`src/rtl/pq_pkg.sv`:
```
// Shared types and constants for the priority-queue command generator.
package pq_pkg;

    localparam int KW_DEF = 8;
    localparam int VW_DEF = 8;

    // Galois feedback taps for the 8-bit right-shifting key LFSR
    localparam logic [7:0] LFSR_MASK = 8'hB8;

    typedef enum logic [1:0] {
        IDLE  = 2'd0,
        FILL  = 2'd1,
        DRAIN = 2'd2,
        DONE  = 2'd3
    } gen_state_t;

endpackage

```
`src/rtl/pq_lfsr.sv`:
```
// Seeded 8-bit Galois LFSR (right shift) that advances only when enabled.
// A synchronous reset reloads the seed; a zero seed would lock up, so it
// is replaced by 1.
module pq_lfsr
    import pq_pkg::*;
#(
    parameter logic [7:0] SEED = 8'hA5
) (
    input  logic       clk,
    input  logic       srst,
    input  logic       advance,
    output logic [7:0] state
);

    localparam logic [7:0] SEED_EFF = (SEED == 8'h00) ? 8'h01 : SEED;

    logic [7:0] state_reg;
    logic [7:0] state_next;

    // Shift right and fold the taps in when the dropped bit was 1
    always_comb begin
        state_next = state_reg;
        if (advance) begin
            state_next = {1'b0, state_reg[7:1]} ^ (state_reg[0] ? LFSR_MASK : 8'h00);
        end
    end

    // State register, reloaded with the seed on reset
    always_ff @(posedge clk) begin
        if (srst) begin
            state_reg <= SEED_EFF;
        end else begin
            state_reg <= state_next;
        end
    end

    assign state = state_reg;

endmodule

```
`src/rtl/pq_cmd_gen.sv`:
```
// Stimulus and self-check stage for the priority-queue core: each round
// fills the queue with LFSR keys, drains it, and checks that the keys come
// back in non-decreasing order with one result per remove.
module pq_cmd_gen
    import pq_pkg::*;
#(
    parameter int         KW     = KW_DEF,
    parameter int         VW     = VW_DEF,
    parameter logic [7:0] SEED   = 8'hA5,
    parameter int         N_FILL = 16,
    parameter int         ROUNDS = 4
) (
    input  logic                         clk,
    input  logic                         rst,
    input  logic                         start,
    input  logic                         cmd_ready,
    input  logic                         pq_full,
    input  logic                         pq_empty,
    input  logic                         rd_valid,
    input  logic [KW-1:0]                rd_key,
    output logic                         add,
    output logic                         remove,
    output logic [KW-1:0]                data1,
    output logic [VW-1:0]                data2,
    output logic                         done,
    output logic                         err,
    output logic [$clog2(ROUNDS+1)-1:0]  round_cnt
);

    localparam int CW = $clog2(N_FILL + 1);
    localparam int RW = $clog2(ROUNDS + 1);
    localparam logic [CW-1:0] N_FILL_C   = CW'(N_FILL);
    localparam logic [RW-1:0] LAST_ROUND = RW'(ROUNDS - 1);

    gen_state_t    state_reg, state_next;
    logic [CW-1:0] add_cnt_reg, add_cnt_next;
    logic [CW-1:0] rm_cnt_reg, rm_cnt_next;
    logic [CW-1:0] rd_cnt_reg, rd_cnt_next;
    logic [KW-1:0] last_key_reg, last_key_next;
    logic [RW-1:0] round_cnt_reg, round_cnt_next;
    logic          err_reg, err_next;
    logic          lfsr_adv;
    logic [7:0]    lfsr_state;

    pq_lfsr #(
        .SEED(SEED)
    ) u_lfsr (
        .clk    (clk),
        .srst   (rst),
        .advance(lfsr_adv),
        .state  (lfsr_state)
    );

    // Key is the LFSR state, zero-padded or truncated to KW
    genvar gi;
    for (gi = 0; gi < KW; gi++) begin : g_data1
        if (gi < 8) begin : g_bit
            assign data1[gi] = lfsr_state[gi];
        end else begin : g_pad
            assign data1[gi] = 1'b0;
        end
    end

    // Payload is the add index within the current round
    for (gi = 0; gi < VW; gi++) begin : g_data2
        if (gi < CW) begin : g_bit
            assign data2[gi] = add_cnt_reg[gi];
        end else begin : g_pad
            assign data2[gi] = 1'b0;
        end
    end

    // Next-state, request and checker logic
    always_comb begin
        state_next     = state_reg;
        add_cnt_next   = add_cnt_reg;
        rm_cnt_next    = rm_cnt_reg;
        rd_cnt_next    = rd_cnt_reg;
        last_key_next  = last_key_reg;
        round_cnt_next = round_cnt_reg;
        err_next       = err_reg;
        add            = 1'b0;
        remove         = 1'b0;
        lfsr_adv       = 1'b0;
        done           = 1'b0;

        // A result outside DRAIN can never have been requested
        if (rd_valid && (state_reg != DRAIN)) begin
            err_next = 1'b1;
        end

        case (state_reg)
            IDLE: begin
                if (start) begin
                    state_next     = FILL;
                    add_cnt_next   = '0;
                    rm_cnt_next    = '0;
                    rd_cnt_next    = '0;
                    last_key_next  = '0;
                    round_cnt_next = '0;
                end
            end
            FILL: begin
                add = !pq_full && (add_cnt_reg < N_FILL_C);
                if (add && cmd_ready) begin
                    lfsr_adv     = 1'b1;
                    add_cnt_next = add_cnt_reg + CW'(1);
                end
                if ((add_cnt_reg == N_FILL_C) || (pq_full && !(add && cmd_ready))) begin
                    state_next = DRAIN;
                end
            end
            DRAIN: begin
                remove = !pq_empty && (rm_cnt_reg < add_cnt_reg);
                if (remove && cmd_ready) begin
                    rm_cnt_next = rm_cnt_reg + CW'(1);
                end
                // Queue claims empty while it should still hold entries
                if (pq_empty && (rm_cnt_reg < add_cnt_reg)) begin
                    err_next = 1'b1;
                end
                if (rd_valid) begin
                    if (rd_cnt_reg == rm_cnt_reg) begin
                        err_next = 1'b1;
                    end else begin
                        if (rd_key < last_key_reg) begin
                            err_next = 1'b1;
                        end
                        last_key_next = rd_key;
                        rd_cnt_next   = rd_cnt_reg + CW'(1);
                    end
                end
                // Round ends on the edge that consumes the last result
                if (rd_cnt_next == add_cnt_reg) begin
                    round_cnt_next = round_cnt_reg + RW'(1);
                    add_cnt_next   = '0;
                    rm_cnt_next    = '0;
                    rd_cnt_next    = '0;
                    last_key_next  = '0;
                    state_next     = (round_cnt_reg == LAST_ROUND) ? DONE : FILL;
                end
            end
            DONE: begin
                done = 1'b1;
                if (!start) begin
                    state_next = IDLE;
                end
            end
            default: state_next = IDLE;
        endcase
    end

    // State, counters and sticky error flag
    always_ff @(posedge clk) begin
        if (rst) begin
            state_reg     <= IDLE;
            add_cnt_reg   <= '0;
            rm_cnt_reg    <= '0;
            rd_cnt_reg    <= '0;
            last_key_reg  <= '0;
            round_cnt_reg <= '0;
            err_reg       <= 1'b0;
        end else begin
            state_reg     <= state_next;
            add_cnt_reg   <= add_cnt_next;
            rm_cnt_reg    <= rm_cnt_next;
            rd_cnt_reg    <= rd_cnt_next;
            last_key_reg  <= last_key_next;
            round_cnt_reg <= round_cnt_next;
            err_reg       <= err_next;
        end
    end

    assign err       = err_reg;
    assign round_cnt = round_cnt_reg;

endmodule

```
`config.mk`:
```
export PLATFORM = sky130hd
export DESIGN_NAME = pq_cmd_gen
export DESIGN_NICKNAME = d
export VERILOG_FILES = /design/src/rtl/pq_pkg.sv /design/src/rtl/pq_lfsr.sv /design/src/rtl/pq_cmd_gen.sv
export SDC_FILE = /design/constraint.sdc
export NUM_CORES = 1
export LEC_CHECK = 0
export CORE_ASPECT_RATIO = 1.5
export CORE_MARGIN = 8
export CORE_UTILIZATION = 50
export CTS_CLUSTER_SIZE = 12
export DETAILED_ROUTE_END_ITERATION = 8
export PLACE_DENSITY = 0.87
export SLEW_MARGIN = 0
export SYNTH_ARGS = -nofsm -noshare
export SYNTH_HDL_FRONTEND = slang
export SYNTH_HIERARCHICAL = 1
export SYNTH_SLANG_ARGS = --single-unit
```
`constraint.sdc`:
```
create_clock -name clk -period 7.9 [get_ports clk]
set_clock_uncertainty 0.15 [all_clocks]
set_input_delay 1.58 -clock clk [delete_from_list [all_inputs] [get_ports clk]]
set_output_delay 1.58 -clock clk [all_outputs]
set_load 0.005 [all_outputs]
```
# After elaboration in Yosys (flattened, before gate mapping)
# Cells that the tools add are included.
# Widths: inputs -> output; s select.
# classes
reduce_logical	20
n_mul	0
div	0
order_cmp	3
eq_ne	16
muxes	38
n_shift	0
add_sub_neg	4
bitwise_logic	1
# ops
operator	n
$mux 5	9
$mux 8	5
$pmux 5 s2	2
$pmux 8 s2	1
$add 5x1->5 const B	3
$pmux 5 s3	1
$ne 2x2->1 const B	6
$reduce_and 4->1	3
$mux 1	11
$eq 5x5->1	2
$mux 2	5
$ne 3x3->1 const B	3
$lt 8x8->1	1
$pmux 2 s4	1
$xor 7x8->8	1
$logic_and 1x1->1	7
$mux 3	2
$pmux 3 s2	1
$reduce_and 3->1	2
$eq 5x5->1 const B	1
$lt 5x5->1	1
$lt 5x5->1 const B	1
$eq 2x2->1 const B	2
$add 3x1->3 const B	1
other kinds (8)	10
# totals
out_inout_bits	23
ramBits	0
memories	0
ff_bits	37
romBits	0
latchBits	0

# Longest topological paths before layout
# Gate-level depths: netlist of the first run.
# depth
ltp_word	8
ltp_mapped	10
depth_no_buf	9

# By module
# Netlist of the first run, hierarchy kept.
# by_module_without_submodules
mod	area_each_um2	seq_area_each_um2	cells_per_inst	n_inst
pq_cmd_gen	2015.7	580.6	240	1
pq_lfsr	305.3	160.2	30	1

# Worst setup path after synthesis of the first run
# Ideal clock, no wire load.
# synth_timing
kind	input to output
start	input port pq_full
end	output port add
t_arrival_ns	1.915
path_stages	1
t_required_ns	6.170
setup_slack_ns	4.255
n_path_buf	0
cell_sequence	nor4b_1
# synth_via
elab_chain_len	3
# synth_lines
element	line_no	rtl
start: declaration	pq_cmd_gen.sv:17	input logic pq_full,
$logic_not 1->1	pq_cmd_gen.sv:104	add = !pq_full && (add_cnt_reg < N_FILL_C);
$logic_and 1x1->1	pq_cmd_gen.sv:104	
$mux 1	pq_cmd_gen.sv:92	case (state_reg)
end: declaration	pq_cmd_gen.sv:21	output logic add,
# No other way between the ends.

# Worst setup path after layout of the first run
# layout_timing
start	input port rd_valid
end	register last_key_reg[7]
# layout_via
elab_chain_len	5
# layout_lines
element	line_no	rtl
start: declaration	pq_cmd_gen.sv:19	input logic rd_valid,
$mux 5	pq_cmd_gen.sv:122	if (rd_valid) begin
$mux 5	pq_cmd_gen.sv:92	
$eq 5x5->1	pq_cmd_gen.sv:134	if (rd_cnt_next == add_cnt_reg) begin
$ne 3x3->1 (no source line) / $mux 8 (equally long branches)	-	
$reduce_and 4->1 (no source line) / $pmux 8 s2 (equally long branches)	-	
end signal: assignment	pq_cmd_gen.sv:168	last_key_reg <= last_key_next;
end: declaration	pq_cmd_gen.sv:39	logic [KW-1:0] last_key_reg, last_key_next;
# Several ways; a longest one is shown, not always the timed one. The select of a mux whose other input is x is not followed.
# A chain may end at the register's enable or synchronous reset.

==> impl_metrics.csv, run 1 <==
group,metric,value,unit
setup_path,cp_max_fo,12,
timing,fin_crit_sh,0.5921,
floorplanning,ios,38,
cts,clk_pin_slew,0.07,ns
logic_synthesis,ys.flop_type,"dfxtp_1",
global_routing,grt_use_total,0.1615,
floorplanning,num_rows,30,
timing,setup_viol,0,
timing,tightest_slew,1.312,ns
cts,cts-root-buf,"clkbuf_8",
drt,routedWlPerCell,16.27,um
cts,h-tree-depth,2,
pwr,vdd_drop_max,0.00009352,V
drt,first_pass_iters,4,
pwr,powerDensity,138.1,nW/um2
setup_path,cp.arrival,4.71,ns
setup_path,startpoint_type,"input pin",
flow_run,max_cap_viol_count,0,
timing,rsz0062_at_grt,"no",
pwr,p_total,0.3757,mW
global_routing,gr-total-overflow,0,
layout,final_util,0.6042,
cts,cts_num_sinks,37,
global_routing,grt_pass1_wl,9.418,mm
logic_synthesis,synth_most_common_cell,"dfxtp_1",
logic_synthesis,synth_edf_count,0,
min_path,min_path_type,"flip-flop to flip-flop",
setup_path,worst_setup_path_end_kind,"flip-flop",
floorplanning,core_area,4504,um2
cts,cts_tree,"built",
cts,cts.hold.buffers_added,0,
setup_path,rr_worst_depth,8,
placement,postPlaceCellArea,2631,um2
drt,wl,5.598,mm
pwr,power.share.switching,0.2523,
placement,hpwl,4.339,mm
cts,cts_buffer_depth,2,
drt,ant_nets,0,
cts,cts_inserted_buffers,5,
layout,diodes,0,
timing,tns,0,ns
logic_synthesis,avgSynthCellArea,8.596,um2
logic_synthesis,netlist_instances,270,
pwr,leakage,0.9862,nW
timing,hold_violations,0,
pwr,internal_power,0.2809,mW
logic_synthesis,synthTopCellsByArea,"dfxtp_1 (32%), ha_1 (9.2%), xnor2_1 (4.2%)",
drt,drc,0,
setup_path,timing.rr.start,"rd_cnt_reg[0]",
floorplanning,die_height,99.45,um
setup_path,r2r-end,"last_key_reg[7]",
logic_synthesis,yosys.area.top_type_share,0.3191,
logic_synthesis,seq_area_frac_synth,0.3191,
timing,slew_headroom,0.1173,
pwr,pwr-share-seq,0.516,
global_routing,antenna_found_initial,0,
min_path,holdPathEnd,"round_cnt[2]",
drt,vias_per_cell,6.093,
layout,stdcell_area,2721,um2
floorplanning,dieArea,7123,um2
pwr,pwr-share-comb,0.124,
layout,drive_above_1_share,0.06081,
logic_synthesis,yosysUniqueCellTypes,59,
layout,area_growth,17.25,%
logic_synthesis,synth_top_cell_by_area,"dfxtp_1",
placement,gp_congestion,0.8784,
placement,port_buffers,34,
global_routing,grt_max_degree,28,
setup_path,r2r_slack,4.19,ns
floorplanning,die_w,71.63,um
min_path,hp-start,"round_cnt[2]",
min_path,worst_hold_path.num_cells,2,
drt,vias,2096,
global_routing,grt_pass1_vias,2141,
logic_synthesis,async_flop_share,0,
pwr,p_sw,0.09479,mW
timing,min_period,4.677,ns
logic_synthesis,syn_area,2321,um2
logic_synthesis,ys.warnings.count,6,
timing,fmax,0.2138,GHz
setup_path,critPathKind,"input pin to flip-flop",
floorplanning,start_util,0.5153,
logic_synthesis,yosys_register_bits,37,
pwr,clockPowerShare,0.360,
outcome,status,"complete, no violations",
setup_path,cp.required,7.93,ns
drt,drt_iter0_markers,93,
layout,nets,328,
cts,cts_setup_buffers,0,
cts,ctsResizeCount,0,
cts,clock_latency,0.29,ns
timing,drv_slew,0,
logic_synthesis,ys_top_cells_by_count,"dfxtp_1 (37), nand2_1 (23), inv_1 (21)",
[placed cells by master, fill, tap and decap left out, types with 8 or more instances in the layout]
cell type,count
ha_1,17
inv_1,21
nor3_1,9
clkdlybuf4s50_1,34
dfxtp_1,37
nor2_1,17
xnor2_1,11
a32o_1,8
nand2_1,23
a21oi_1,11
[final cells by class]
| cell class | count | area (um2) |
|---|---|---|
| sequential | 37 | 740.7 |
| tap | 48 | 60.06 |
| inverter | 21 | 78.83 |
| multi-input combinational | 196 | 1404 |
| clock inverter | 1 | 7.507 |
| fill | 398 | 1783 |
| clock buffer | 6 | 82.58 |
| timing repair buffer | 35 | 347.8 |
[metal layers]
| layer | routed length (um) | global-route usage |
|---|---|---|
| met3 | 218 | 0.02618 |
| met2 | 3027 | 0.2901 |
| met1 | 2060 | 0.1606 |
| met4 | 291 | 0.1201 |
| met5 | 0 | 0 |
[worst max-delay path, stage by stage]
cell             delay (ns)
clkdlybuf4s50_1        0.58
a21boi_0               1.05
nand3_1                0.15
o211ai_1               0.17
o211ai_1               0.45
a31o_1                 0.47
a32o_1                 0.24
[how the worst max path moves through the flow]
stage	startpoint	end	slack (ns)
after global routing	rd_valid	last_key_reg[0]	2.94
after floorplan	pq_full	add	4.25
final	rd_valid	last_key_reg[7]	3.22
after CTS	pq_full	add	3.24
after detailed placement	rd_valid	last_key_reg[7]	3.01
after global placement	rd_valid	last_key_reg[1]	3.19
[power by group through the flow]
stage | clock [mW] | combinational [mW] | sequential (mW)
floorplan | 0 | 0.0284 | 0.197
global placement | 0 | 0.0449 | 0.198
detailed placement | 0 | 0.0465 | 0.198
CTS | 0.138 | 0.0467 | 0.194
global route | 0.144 | 0.0517 | 0.194
finish | 0.135 | 0.0466 | 0.194
[metrics by stage]
stage / hold slack [ns] / worst slack [ns] / std cells
5_1_grt: 0.3494 / 2.937 / 344
2_1_floorplan: 0.2919 / 4.255 / 272
4_1_cts: 0.3249 / 3.237 / 344
6_report: 0.3249 / 3.223 / 344
3_5_place_dp: 0.3077 / 3.006 / 337
3_3_place_gp: 0.2995 / 3.189 / 337
[cell families (layout without fill, tap and decap cells)]
| logic type | count (synthesis) | count (layout) | share of synthesized area |
|---|---|---|---|
| AND/OR/NAND/NOR | 86 | 86 | 0.1903 |
| AO/OA/AOI/OAI | 66 | 66 | 0.2183 |
| buffers and inverters | 39 | 63 | 0.07925 |
| flip-flops | 37 | 37 | 0.3191 |
| adder cells (fa/ha/maj) | 17 | 17 | 0.09164 |
| XOR/XNOR | 17 | 17 | 0.06739 |
| multiplexers | 7 | 7 | 0.03234 |
| other | 1 | 3 | 0.001616 |
Note: power is estimated with default switching activity, not from simulation.
==> inputs of run 2 (changes only) <==
--- a/config.mk
+++ b/config.mk
@@ -7,7 +7,7 @@
 export LEC_CHECK = 0
 export CORE_ASPECT_RATIO = 1.5
 export CORE_MARGIN = 8
-export CORE_UTILIZATION = 50
+export CORE_UTILIZATION = 48
 export CTS_CLUSTER_SIZE = 12
 export DETAILED_ROUTE_END_ITERATION = 8
 export PLACE_DENSITY = 0.87
==> constraint.sdc (replaced) <==
create_clock -name clk -period 4 [get_ports clk]
set_clock_uncertainty 0.15 [all_clocks]
set_input_delay 0.8 -clock clk [delete_from_list [all_inputs] [get_ports clk]]
set_output_delay 0.8 -clock clk [all_outputs]
set_load 0.005 [all_outputs]
==> impl_metrics.csv, run 2 (synthesis gave the netlist of run 1 again) <==
group,metric,value,unit
outcome,status,"complete, no violations",
setup_path,cp_slowest_stage_delay,0.57,ns
floorplanning,die_w,72.78,um
cts,cts-root-buf,"clkbuf_8",
pwr,p_sw,0.1966,mW
floorplanning,start_util,0.4905,
setup_path,critPathKind,"flip-flop to output pin",
setup_path,path_cells,"inv_1, ha_1, a21o_1, a21o_1, a21oi_1, nor2_1, nor4_1, clkdlybuf4s50_1",
cts,cts_setup_buffers,0,
setup_path,timing.rr.start,"rd_cnt_reg[0]",
cts,clk_pin_slew,0.08,ns
drt,vias,2049,
setup_path,rr_worst_depth,9,
layout,nets,331,
drt,wl,5.520,mm
setup_path,cp_max_fo,7,
cts,ctsResizeCount,0,
pwr,pwr-share-comb,0.117,
layout,diodes,0,
layout,mostFrequentLayoutCells,"dfxtp_1 (37), clkdlybuf4s50_1 (34), nand2_1 (23)",
min_path,worst_hold_path.num_cells,1,
timing,rsz0062_at_grt,"no",
global_routing,grt_max_degree,24,
timing,min_period,3.597,ns
global_routing,grt_use_total,0.1536,
cts,clock_latency,0.30,ns
timing,slew_headroom,0.5355,
setup_path,startpoint_type,"flip-flop",
min_path,holdPathEnd,"last_key_reg[4]",
cts,cts_inserted_buffers,5,
timing,tns,0,ns
drt,drc,0,
cts,cts_buffer_depth,2,
floorplanning,ios,38,
timing,tightest_slew,0.6968,ns
pwr,vdd_drop_max,0.0002515,V
layout,drive_above_1_share,0.07000,
min_path,min_path_type,"flip-flop to flip-flop",
placement,hpwl,4.291,mm
drt,first_pass_iters,4,
timing,hold_violations,0,
setup_path,cp.arrival,2.65,ns
pwr,powerDensity,288.1,nW/um2
cts,cts.hold.buffers_added,0,
timing,worst_slack,0.4031,ns
placement,gp_congestion,0.8989,
flow_run,max_cap_viol_count,0,
setup_path,cp-startpoint,"add_cnt_reg[1]",
pwr,p_total,0.8032,mW
drt,ant_nets,0,
drt,drt_iter0_markers,114,
pwr,clockPowerShare,0.406,
timing,setup_viol,0,
pwr,internal_power,0.6066,mW
pwr,power.share.switching,0.2447,
drt,routedWlPerCell,15.08,um
pwr,pwr-share-seq,0.477,
floorplanning,dieArea,7362,um2
timing,drv_slew,0,
global_routing,grt_pass1_vias,1989,
setup_path,worst_setup_path_end_kind,"output pin",
setup_path,cp.required,3.05,ns
cts,cts_num_sinks,37,
global_routing,grt_pass1_wl,8.997,mm
timing,fmax,0.2780,GHz
floorplanning,core_area,4732,um2
cts,h-tree-depth,2,
placement,pre_cts_slack,0.7079,ns
global_routing,antenna_found_initial,0,
floorplanning,die_height,101.2,um
timing,fin_crit_sh,0.8992,
placement,port_buffers,34,
setup_path,r2r_slack,1.01,ns
min_path,hp-start,"last_key_reg[4]",
global_routing,gr-total-overflow,0,
setup_path,r2r-end,"last_key_reg[0]",
layout,layout_commonest_cell,"dfxtp_1",
layout,nFillCells,425,
drt,vias_per_cell,5.598,
setup_path,critPathSlowestCell,"clkdlybuf4s50_1",
setup_path,cp_common_cell,"a21o_1",
layout,area_growth,20.11,%
floorplanning,num_rows,31,
pwr,leakage,1.015,nW
cts,cts_tree,"built",
run 2: critical path, delay by kind of cell, from the launching register on:
kind / cells / cell delay, ns
buffers and inverters: 2 / 0.67
AO/OA/AOI/OAI: 3 / 0.53
flip-flops: 1 / 0.48
AND/OR/NAND/NOR: 2 / 0.36
adder cells (fa/ha/maj): 1 / 0.31
run 2: metal layers:
layer / track usage / routed length (um)
met5: 0 / 0
met4: 0.1161 / 282
met3: 0.03072 / 232
met2: 0.2718 / 2895
met1: 0.1525 / 2110
run 2: per-stage QoR:
| stage | cell area (um2) | utilization | hold WS, ns | std cells |
|---|---|---|---|---|
| finish | 2788 | 0.5891 | 0.3211 | 366 |
| global route | 2788 | 0.5891 | 0.3360 | 366 |
| CTS | 2788 | 0.5891 | 0.3247 | 366 |
| detailed placement | 2676 | 0.5656 | 0.3063 | 358 |
| global placement | 2676 | 0.5656 | 0.2955 | 358 |
| floorplan | 2328 | - | 0.2919 | 272 |
run 2: final cells by class:
cell class	instances	area (um2)	area share
Clock buffer	6	72.57	0.02603
Tap cell	66	82.58	0.02962
Multi-Input combinational cell	196	1404	0.5036
Inverter	21	78.83	0.02828
Sequential cell	37	740.7	0.2657
Clock inverter	2	38.79	0.01391
Timing Repair Buffer	38	370.4	0.1329
run 2: power groups by stage:
stage / registers (mW) / clock network, mW / logic (mW)
floorplan: 0.389 / 0 / 0.0562
global placement: 0.392 / 0 / 0.0906
detailed placement: 0.392 / 0 / 0.0928
CTS: 0.383 / 0.331 / 0.0934
global route: 0.384 / 0.346 / 0.102
finish: 0.383 / 0.326 / 0.0940
run 2: worst max path at each step:
stage | slack (ns) | end
floorplan | 1.28 | round_cnt[1]
detailed placement | 0.71 | last_key_reg[6]
global placement | 0.76 | last_key_reg[1]
finish | 0.40 | remove
global route | 0.27 | remove
CTS | 0.40 | remove
